## src/rtl/fib_core.sv

```systemverilog
// Fibonacci term generator with a programmable step rate, overflow restart,
// a sticky wrap flag and a snapshot port for atomic value/index readback.
module fib_core #(
  parameter int WIDTH      = 30,
  parameter int PRESCALE_W = 16
) (
  input  logic                  clk,
  input  logic                  reset_n,
  input  logic                  on,
  input  logic                  clear,
  input  logic [PRESCALE_W-1:0] prescale,
  input  logic                  wrap_clr,
  input  logic                  snap_req,
  output logic [WIDTH-1:0]      value,
  output logic [7:0]            index,
  output logic                  step_valid,
  output logic                  wrapped,
  output logic [WIDTH-1:0]      snap_value,
  output logic [7:0]            snap_index,
  output logic                  snap_ack
);

  logic [WIDTH-1:0]      a;
  logic [WIDTH-1:0]      b;
  logic                  b_ovf;
  logic [PRESCALE_W-1:0] cnt;
  logic [WIDTH:0]        sum;
  logic                  tick;

  // >= rather than == so that lowering prescale mid-count fires at once.
  assign tick  = on && (cnt >= prescale);
  assign sum   = {1'b0, a} + {1'b0, b};
  assign value = a;

  // NOTE: non-blocking assignments let the snapshot capture the values held
  // before this edge's step, and let a later wrap-set override wrap_clr.
  always_ff @(posedge clk or negedge reset_n) begin
    if (!reset_n) begin
      a          <= '0;
      b          <= WIDTH'(1);
      b_ovf      <= 1'b0;
      index      <= '0;
      cnt        <= '0;
      wrapped    <= 1'b0;
      step_valid <= 1'b0;
      snap_value <= '0;
      snap_index <= '0;
      snap_ack   <= 1'b0;
    end else begin
      step_valid <= 1'b0;
      snap_ack   <= snap_req;
      if (snap_req) begin
        snap_value <= a;
        snap_index <= index;
      end

      if (wrap_clr)
        wrapped <= 1'b0;

      if (clear) begin
        a     <= '0;
        b     <= WIDTH'(1);
        b_ovf <= 1'b0;
        index <= '0;
        cnt   <= '0;
      end else if (tick) begin
        cnt        <= '0;
        step_valid <= 1'b1;
        if (b_ovf) begin
          // The next term does not fit: restart the sequence.
          a       <= '0;
          b       <= WIDTH'(1);
          b_ovf   <= 1'b0;
          index   <= '0;
          wrapped <= 1'b1;
        end else begin
          a     <= b;
          b     <= sum[WIDTH-1:0];
          b_ovf <= sum[WIDTH];
          index <= index + 8'd1;
        end
      end else if (on) begin
        cnt <= cnt + 1'b1;
      end
    end
  end

endmodule

```

## config.mk

```make
export PLATFORM = sky130hd
export DESIGN_NAME = fib_core
export DESIGN_NICKNAME = d
export VERILOG_FILES = /design/src/rtl/fib_core.sv
export SDC_FILE = /design/constraint.sdc
export NUM_CORES = 1
export LEC_CHECK = 0
export CORE_MARGIN = 2
export CORE_UTILIZATION = 59
export DETAILED_ROUTE_END_ITERATION = 6
export PLACE_DENSITY = 0.85
export SYNTH_ARGS = -nofsm -noshare
export SYNTH_HDL_FRONTEND = slang
export SYNTH_SLANG_ARGS = --single-unit
```

## constraint.sdc

```tcl
create_clock -name clk -period 5.2 [get_ports clk]
set_input_delay 1.04 -clock clk [delete_from_list [all_inputs] [get_ports clk]]
set_output_delay 1.04 -clock clk [all_outputs]
set_load 0.01 [all_outputs]
```

==> impl_metrics.json <==
{
  "synth.area.mux_share_pct": 7.09,
  "layout-drive-gt1-share_pct": 11.8,
  "max_cap_violations": 0,
  "synth_top_area_share_pct": 45.9,
  "synth_top_family_by_area": "compound AO/OA/AOI/OAI gates",
  "drv_slew": 0,
  "place_ws_ns": 1.03,
  "maxSlewHeadroom_pct": 36.5,
  "tritoncts": "built",
  "holdPathStages": 1,
  "cts_buffers": 17,
  "p_comb_share_pct": 3.8,
  "hpwl_mm": 11.2,
  "grt-ovfl-total": 0,
  "period_share_pct": 73.4,
  "p_per_area_nw_per_um2": 262,
  "p_sw_share_pct": 21.8,
  "r2r_slack_ns": 2.09,
  "wl_met3_um": 749,
  "wl_per_cell_um": 18.1,
  "yosysMostFrequentCell": "dfrtp_1",
  "fin_nets": 821,
  "ant_nets": 0,
  "post_cts_resize_count": 0,
  "p_int_uw": 1740,
  "rows": 39,
  "power_frac_seq_pct": 44.3,
  "fin_crit_ns": 3.81,
  "grt_pass1_vias": 5648,
  "drt_first_pass_iters": 5,
  "antenna_found_initial": 0,
  "ctsRootBufferMaster": "clkbuf_16",
  "synth_area_leaders": "dfrtp_1, ha_1, mux2_2",
  "grt_start_max_net_pins": 67,
  "async_flop_share_pct": 100,
  "rr_startpoint": "cnt[13]",
  "synth-compound-area-share_pct": 17.8,
  "p_leak_uw": 0.00411,
  "path_class": "in2reg",
  "io_buffers": 100,
  "clk_path_buf_depth": 2,
  "hold_violations": 0,
  "fill_cells": 757,
  "synth_xor_area_share_pct": 4.88,
  "arrival_ns": 4.17,
  "synth-simple-area-share_pct": 11.4,
  "final_cell_area_um2": 8500,
  "r2r.worst_path.cells": 7,
  "yosysTopAreaCell": "dfrtp_1",
  "grt_pass1_wl_mm": 27.4,
  "hold_buffers": 0,
  "insertedDiodeCount": 0,
  "htreeDepth": 4,
  "cp-end-kind": "register",
  "yosys_warnings": 0,
  "gp_congestion": 0.916,
  "drt_wl_total_mm": 16.4,
  "switching_power_uw": 485,
  "synth_edf_count": 0,
  "ys_ff_latch": 126,
  "peakVddDrop_mv": 0.216,
  "clock_sinks": 126,
  "clk_pin_slew_ns": 0.06,
  "synth_area_per_cell_um2": 10.4,
  "drc": 0,
  "clock_power_share_pct": 51.9,
  "area_growth_pct": 24.8,
  "wl_met1_mm": 7.18,
  "routed-wl-met2_mm": 8.05,
  "postPlaceCellArea_um2": 7930,
  "drtIter0Drc": 282,
  "required_ns": 5.55,
  "finalSetupTns_ns": 0,
  "clock_latency_ns": 0.42,
  "dp_cells": 874,
  "fin_ws_ns": 1.39,
  "core_area_um2": 11300,
  "synth_commonest_cells": "dfrtp_1, nand2_1, ha_1",
  "yosysSeqAreaShare_pct": 46.3,
  "status": "completed",
  "synth_ff_type": "dfrtp_1",
  "ioPinCount": 101,
  "die_x_um": 111,
  "path_max_fanout": 23,
  "holdPathEnd": "snap_index[3]",
  "syn-cell-area_um2": 6810,
  "worst_pin_slew_ns": 0.950,
  "start_kind": "primary input",
  "dieHeight_um": 111,
  "ys_types": 58,
  "syn_nets": 727,
  "via_count": 5510,
  "max_freq_mhz": 262,
  "finalClockSkew_ns": 0.00818,
  "synthCells": 656,
  "start_util_pct": 60.2,
  "rsz0062_at_grt": "false",
  "stdcell_count": 906,
  "hold_path.startpoint": "snap_index[3]",
  "highest_layer": "met4",
  "synth-adder-area-share_pct": 9.11,
  "setup_viol_count_final": 0,
  "hp-class": "reg2reg",
  "vias_per_cell": 6.08,
  "dieArea_um2": 12400,
  "grt_use_total_pct": 27.1,
  "r2r_end": "value[15]",
  "post_cts_buffers": 0
}
## stage by stage
step / power (uW) / hold slack [ns] / utilization, %
final: 2230 / 0.503 / 75.1
after global routing: 2300 / 0.523 / 75.1
after CTS: 2240 / 0.507 / 75.1
after detailed placement: 1090 / 0.494 / 70.0
after global placement: 1090 / 0.488 / 70.0
after floorplan: 1040 / 0.478 / -
## power groups by stage
stage          combinational, uW  sequential, uW  clock (uW)
3_5_place_dp                85.4            1000           0
5_1_grt                     94.8             988        1220
2_1_floorplan               34.1            1010           0
4_1_cts                     86.1             988        1170
6_report                    84.1             988        1160
3_3_place_gp                81.1            1000           0
## sequential cells by signal, summed over array words and instances (netlist names)
name / cells
b_ovf: 1
value: 30
index: 8
step_valid: 1
snap_index: 8
b: 30
snap_ack: 1
cnt: 16
snap_value: 30
wrapped: 1
## placed cells by master (no fill, tap or decap), types with 3 or more instances in the layout
master,n
a21o_1,23
a21oi_1,38
a22o_1,33
a31oi_1,6
and3_1,11
buf_4,6
clkbuf_16,17
clkdlybuf4s50_1,98
clkinv_2,5
clkinvlp_4,3
dfrtp_1,125
ha_1,48
inv_1,27
mux2_2,42
nand2_1,57
nand2b_1,7
nand3_1,18
nand4_1,12
nor2_1,34
nor2b_1,7
nor3_1,5
o21a_1,4
o21ai_0,38
o21ai_1,5
o21bai_1,5
o22ai_1,3
or3_1,3
xnor2_1,17
xor2_1,21
## worst max path at each step
stage,end,start,slack [ns]
4_1_cts,value[6],prescale[15],1.40
3_3_place_gp,value[15],prescale[15],1.15
5_1_grt,value[11],prescale[15],1.20
3_5_place_dp,value[12],prescale[15],1.03
6_report,value[15],prescale[15],1.39
2_1_floorplan,b[26],prescale[15],2.08
## final cells by class
class / instances / area, um2 / share of cell area, %
multi-input cells: 472 / 3440 / 40.5
repair buffers: 106 / 1050 / 12.4
inverters: 27 / 101 / 1.19
clock buffers: 21 / 460 / 5.42
well taps: 143 / 179 / 2.10
clock inverters: 11 / 116 / 1.37
flip-flops and latches: 126 / 3150 / 37.1
## cell families (layout without fill, tap and decap cells)
kind of cell / after synthesis / after routing
buffers and inverters: 58 / 165
flip-flops: 126 / 126
AND/OR/NAND/NOR: 163 / 163
AO/OA/AOI/OAI: 179 / 179
multiplexers: 43 / 43
adder cells (fa/ha/maj): 49 / 49
XOR/XNOR: 38 / 38
## metal layers
layer  global-route usage, %  up-vias
met1                    35.6     2722
met3                    4.84       47
met5                       0        -
li1                        -     2556
met2                    44.3      185
met4                    12.0        0
## critical path, cell delays in order
cell and delay [ns]:
clkdlybuf4s50_1 0.46, inv_1 0.05, ha_1 0.32, nand4_1 0.15
or4_4 0.57, o211ai_4 0.27, and3_1 0.74, buf_4 0.39
a22o_1 0.17
No activity file was read; power rests on OpenSTA's default activity.
